### src/rtl/muldiv_pkg.sv
// Shared definitions for the RV32M multiply/divide unit: funct3 op codes
// (as emitted by the decoder) and the FSM state encoding.
package muldiv_pkg;

    // RV32M funct3 codes
    localparam logic [2:0] MD_MUL    = 3'b000;
    localparam logic [2:0] MD_MULH   = 3'b001;
    localparam logic [2:0] MD_MULHSU = 3'b010;
    localparam logic [2:0] MD_MULHU  = 3'b011;
    localparam logic [2:0] MD_DIV    = 3'b100;
    localparam logic [2:0] MD_DIVU   = 3'b101;
    localparam logic [2:0] MD_REM    = 3'b110;
    localparam logic [2:0] MD_REMU   = 3'b111;

    typedef enum logic [1:0] {
        MD_IDLE = 2'd0,
        MD_CALC = 2'd1,
        MD_FIN  = 2'd2,
        MD_DONE = 2'd3
    } md_state_e;

endpackage

### src/rtl/muldiv_unit.sv
// Iterative radix-2 RV32M multiply/divide unit for the EX stage.
// Handshake: a request is accepted on a cycle where start=1, kill=0 and the
// unit is in IDLE; busy (CALC/FIN) stalls EX, done pulses for one cycle
// when y carries the new result. Requests outside IDLE are dropped, and
// kill aborts whatever is in flight without touching y.
module muldiv_unit
    import muldiv_pkg::*;
#(
    parameter int DATA_W = 32,
    parameter int CNT_W  = 5
) (
    input  logic              clk,
    input  logic              rst,
    input  logic              start,
    input  logic              kill,
    input  logic [2:0]        op,
    input  logic [DATA_W-1:0] a,
    input  logic [DATA_W-1:0] b,
    output logic              busy,
    output logic              done,
    output logic [DATA_W-1:0] y
);

    md_state_e           state, state_nx;
    logic [CNT_W-1:0]    cnt;
    logic [2:0]          op_q;
    logic                neg_q;
    logic                spec_q;
    logic [2*DATA_W-1:0] acc;   // {hi, lo}: product, or {remainder, quotient}
    logic [DATA_W-1:0]   dvs;   // multiplicand / divisor magnitude

    logic                accept;
    logic                a_sgn, b_sgn, neg_in;
    logic [DATA_W-1:0]   a_mag, b_mag;
    logic                div_zero, ovf, special;
    logic [DATA_W-1:0]   spec_res;
    logic [DATA_W:0]     mul_sum;
    logic [2*DATA_W-1:0] mul_nx;
    logic [DATA_W+1:0]   div_diff;
    logic [2*DATA_W-1:0] div_nx;
    logic [2*DATA_W-1:0] prod;
    logic [DATA_W-1:0]   quo, rem, fin_res;

    assign accept = (state == MD_IDLE) && start && !kill;
    assign busy   = (state == MD_CALC) || (state == MD_FIN);
    assign done   = (state == MD_DONE) && !kill;

    // Operand preparation on accept: magnitudes, result sign, special cases
    always_comb begin
        a_sgn    = a[DATA_W-1] && (op == MD_MULH || op == MD_MULHSU ||
                                   op == MD_DIV  || op == MD_REM);
        b_sgn    = b[DATA_W-1] && (op == MD_MULH || op == MD_DIV || op == MD_REM);
        a_mag    = a_sgn ? -a : a;
        b_mag    = b_sgn ? -b : b;
        neg_in   = (op == MD_REM) ? a_sgn : (a_sgn ^ b_sgn);
        div_zero = op[2] && (b == '0);
        ovf      = (op == MD_DIV || op == MD_REM) &&
                   (a == {1'b1, {(DATA_W-1){1'b0}}}) && (b == '1);
        special  = div_zero || ovf;
        spec_res = '0;
        if (div_zero)
            spec_res = op[1] ? a : '1;
        else if (ovf)
            spec_res = op[1] ? '0 : a;
    end

    // One iteration step: shift-add multiply and restoring divide
    always_comb begin
        mul_sum  = {1'b0, acc[2*DATA_W-1:DATA_W]} + {1'b0, dvs};
        mul_nx   = acc[0] ? {mul_sum, acc[DATA_W-1:1]} : {1'b0, acc[2*DATA_W-1:1]};
        div_diff = {1'b0, acc[2*DATA_W-1:DATA_W-1]} - {2'b00, dvs};
        div_nx   = div_diff[DATA_W+1] ? {acc[2*DATA_W-2:0], 1'b0}
                                      : {div_diff[DATA_W-1:0], acc[DATA_W-2:0], 1'b1};
    end

    // Sign fix and output-half selection used in FIN
    always_comb begin
        prod = neg_q ? -acc : acc;
        quo  = acc[DATA_W-1:0];
        rem  = acc[2*DATA_W-1:DATA_W];
        if (spec_q)
            fin_res = acc[DATA_W-1:0];
        else if (!op_q[2])
            fin_res = (op_q == MD_MUL) ? prod[DATA_W-1:0] : prod[2*DATA_W-1:DATA_W];
        else if (op_q[1])
            fin_res = neg_q ? -rem : rem;
        else
            fin_res = neg_q ? -quo : quo;
    end

    // State register
    always_ff @(posedge clk or posedge rst) begin
        if (rst) state <= MD_IDLE;
        else     state <= state_nx;
    end

    // Next-state logic; kill returns to IDLE from anywhere
    always_comb begin
        state_nx = state;
        if (kill) begin
            state_nx = MD_IDLE;
        end else begin
            case (state)
                MD_IDLE: if (start) state_nx = special ? MD_FIN : MD_CALC;
                MD_CALC: if (cnt == CNT_W'(DATA_W-1)) state_nx = MD_FIN;
                MD_FIN:  state_nx = MD_DONE;
                MD_DONE: state_nx = MD_IDLE;
                default: state_nx = MD_IDLE;
            endcase
        end
    end

    // Datapath: capture on accept, iterate in CALC, write y in FIN
    always_ff @(posedge clk or posedge rst) begin
        if (rst) begin
            cnt    <= '0;
            op_q   <= '0;
            neg_q  <= 1'b0;
            spec_q <= 1'b0;
            acc    <= '0;
            dvs    <= '0;
            y      <= '0;
        end else if (accept) begin
            op_q   <= op;
            neg_q  <= neg_in;
            spec_q <= special;
            dvs    <= b_mag;
            cnt    <= '0;
            acc    <= {{DATA_W{1'b0}}, special ? spec_res : a_mag};
        end else if (state == MD_CALC && !kill) begin
            acc <= op_q[2] ? div_nx : mul_nx;
            cnt <= cnt + 1'b1;
        end else if (state == MD_FIN && !kill) begin
            y <= fin_res;
        end
    end

endmodule
### config.mk
export PLATFORM = sky130hd
export DESIGN_NAME = muldiv_unit
export DESIGN_NICKNAME = d
export VERILOG_FILES = /design/src/rtl/muldiv_pkg.sv /design/src/rtl/muldiv_unit.sv
export SDC_FILE = /design/constraint.sdc
export NUM_CORES = 1
export LEC_CHECK = 0
export CAP_MARGIN = 10
export CORE_UTILIZATION = 60
export CTS_CLUSTER_SIZE = 24
export DETAILED_ROUTE_END_ITERATION = 12
export GPL_TIMING_DRIVEN = 0
export PLACE_DENSITY = 0.81
export SYNTH_ARGS = -nofsm -noshare
export SYNTH_HDL_FRONTEND = slang
export SYNTH_SLANG_ARGS = --single-unit
### constraint.sdc
create_clock -name clk -period 5.35 [get_ports clk]
set_clock_uncertainty 0.15 [all_clocks]
set_input_delay 1.07 -clock clk [delete_from_list [all_inputs] [get_ports clk]]
set_output_delay 1.07 -clock clk [all_outputs]
set_load 0.005 [all_outputs]
==> impl_metrics.ini, run 1 <==
[synthesis]
synth_common_cells = 237 x nand2_1, 196 x a21oi_1, 178 x o21ai_0, 164 x nor2_1, 140 x dfrtp_1
synth_edf_count = 0
yosysWarnings = 0
synth_fa_ha_area_share_pct = 6.53
synth_top_area_share_pct = 23.4
synth_top_area_cell = dfrtp_1
synth.most_common_cell = nand2_1
postSynthAreaPerCell_um2 = 7.35
synth_top_family_by_area = compound AO/OA/AOI/OAI gates
synthSimpleGateAreaFrac_pct = 21.3
synth_top_flop_cell = dfrtp_1
synth_cells = 2038
synthDistinctLibCells = 78
synthArstFlopShare_pct = 100
synth_area_mm2 = 0.0150
ys_seq_area_share_pct = 23.4
synth_compound_area_share_pct = 30.3
synth_fp_nets = 2186
synth-xor-area-share_pct = 9.41
synth_top_cells_by_area = dfrtp_1 23%, a21oi_1 6.5%, ha_1 6.3%
ys_seq_elements = 140
synth_mux_area_share_pct = 2.96

[die]
die_h_um = 160
dieWidth_um = 160
rows = 57
io_pins = 105
start_util_pct = 61.4
core-area_mm2 = 0.0244
dieArea_mm2 = 0.0256

[grt]
grt_pass1_vias = 16505
overflow = 0
antenna_found_initial = 1
grt_max_degree = 95
grt_pass1_wl_um = 93100
grtUsageTotal_pct = 46.9

[worst_setup_path]
cp-startpoint = acc[31]
path_cells = clkbuf_1 > inv_1 > ha_1 > nor2b_1 > o31ai_1 > a21oi_1 > o311a_1 > o21a_1 > nor2_1 > clkbuf_1 > buf_1 > o211ai_1 > a32o_1
critPathLaunchType = register
path_class = reg -> reg
max_stage_delay_ps = 490
end_kind = register
slowest_stage = o31ai_1
crit_fanout = 10
required_ps = 5520
crit_top_cell = clkbuf_1
r2r_start = acc[31]
arrival_ps = 5030

[place]
hpwlAfterDp_um = 46200
io_buffers = 102
placed_cells = 2465
gp_congestion = 1.11

[clock_network]
cts_tree = built
ctsRootBufferMaster = clkbuf_16
clock_latency_ps = 440
cts_setup_buffers = 0
cts_htree_levels = 4
clkSlewWorstSetupHoldPaths_ps = 70
numCtsBuffers = 17
cts-hold-fix-buffers = 0
post_cts_resized = 0
clock_path_buffers = 2
cts_sinks = 140

[cells_and_area]
finalNonFillerCells = 2498
final_layout_size_suffix_gt1_share_pct = 3.31
area_growth_pct = 14.0
fin_nets = 2308

[timing]
period_share_pct = 90.8
setup_viol = 0
slew_headroom_pct = 19.2
tightest_slew_ps = 1180
fin_crit_ps = 4860
rsz0062_at_grt = false
max_freq_mhz = 206
finalHoldWorstSlack_ps = 333
slew_violations = 0
hold_viol = 0

[worst_hold_path]
timing.hold.worst.start = y[7]
hp-class = reg -> reg

[drt]
vias = 17892
viasPerCell = 7.16
routedWlPerCell_um = 24.5
postRouteAntennaNets = 0
initialDrtViolationCount = 2816
wl_um = 61200
drc_errors = 0
dr.pass1.iters = 7

[power]
power_density_mw_per_mm2 = 670
ir_drop_mv = 0.326
p_leak_nw = 6.91

[run_status]
outcome = finished, final reports clean

[job]
cap_viol_max_count = 0
## cell type report
type	count	area, µm²
inverters	76	290
well taps	324	405
plain buffers	161	627
flip-flops and latches	140	3500
fillers	2141	7310
clock inverters	14	199
clock buffers	18	439
repair buffers	103	1050
multi-input cells	1661	10600
diodes	1	2.50
## final timing paths
path	to	slack, ps	cells after the start
setup / recovery	acc[48]	490	13
hold / removal	y[7]	330	2
hold reg to reg	y[7]	330	2
min in group asynchronous	y[0]	880	2
setup reg to reg	acc[48]	490	13
max in group asynchronous	acc[59]	3290	3
## per-layer routing
metal  part of all wire (%)  GRT usage, %  vias up
met4                    5.7          23.2        2
met5                  0.028             0        -
met1                     38          61.9     8400
li1                       -             -     7715
met3                     14          14.6      310
met2                     42          69.2     1465
## report_power, final
group	internal (W)	leakage, nW	switching (W)	total, W
clock	0.000769	0.315	0.000575	0.00134
sequential	0.00151	1.74	0.000622	0.00213
combinational	0.00284	4.86	0.00513	0.00797
total	0.00512	6.91	0.00633	0.0114
## worst max-delay path: cells and delay by family, from the launching register on
| family | cells | cell delay [ps] |
|---|---|---|
| AOI/OAI and AO/OA | 6 | 1960 |
| DFF | 1 | 360 |
| and+or+nand+nor | 2 | 490 |
| adders and majority gates | 1 | 280 |
| buffers and inverters | 4 | 1500 |
## per-stage QoR
step | total power [W] | instance area, µm² | setup TNS (ps) | utilization [%] | setup slack, ps
after global routing | 0.0119 | 17100 | 0 | 70.0 | 464
after global placement | 0.00941 | 16400 | -225630 | 67.3 | -1630
final | 0.0114 | 17100 | 0 | 70.0 | 490
after detailed placement | 0.00959 | 16400 | 0 | 67.4 | 373
after floorplan | 0.00711 | 15000 | 0 | - | 377
after CTS | 0.0110 | 17100 | 0 | 70.0 | 779
## placed cells by master (no fill, tap or decap), types with 20 or more instances in the layout
master           synthesis  final
ha_1                    75     75
buf_1                   21     21
nor2_1                 164    164
a21oi_1                196    196
clkdlybuf4s50_1          0    102
clkbuf_1               127    127
nor3_1                  46     46
nand2_1                237    237
a21o_1                  26     26
nand4_1                 23     23
o221ai_1                27     27
nand2b_1                20     20
dfrtp_1                140    140
o21ai_0                178    178
a31oi_1                 27     27
xor2_1                  84     84
nand3_1                 49     49
a211oi_1                29     29
inv_1                   74     73
xnor2_1                 77     77
o31ai_1                 36     36
mux2i_1                 42     42
o211ai_1                33     33
## cell families (layout without fill, tap and decap cells)
group,Yosys count,after routing
AO/OA/AOI/OAI,706,706
XOR/XNOR,161,161
adder cells (fa/ha/maj),77,77
buffers and inverters,237,372
flip-flops,140,140
multiplexers,44,44
other,0,1
AND/OR/NAND/NOR,673,673
## sequential cells by signal, summed over array words and instances (netlist names)
name / count
acc: 64
cnt: 5
dvs: 32
neg_q: 1
op_q: 3
spec_q: 1
state: 2
y: 32
Power figures use the tool's default switching activity.
==> run 2: changes to the inputs <==
- TNS_END_PERCENT: not set -> 10
==> results of run 2 <==
Same layout as run 1: the final DEF is identical, and so are final timing and power.
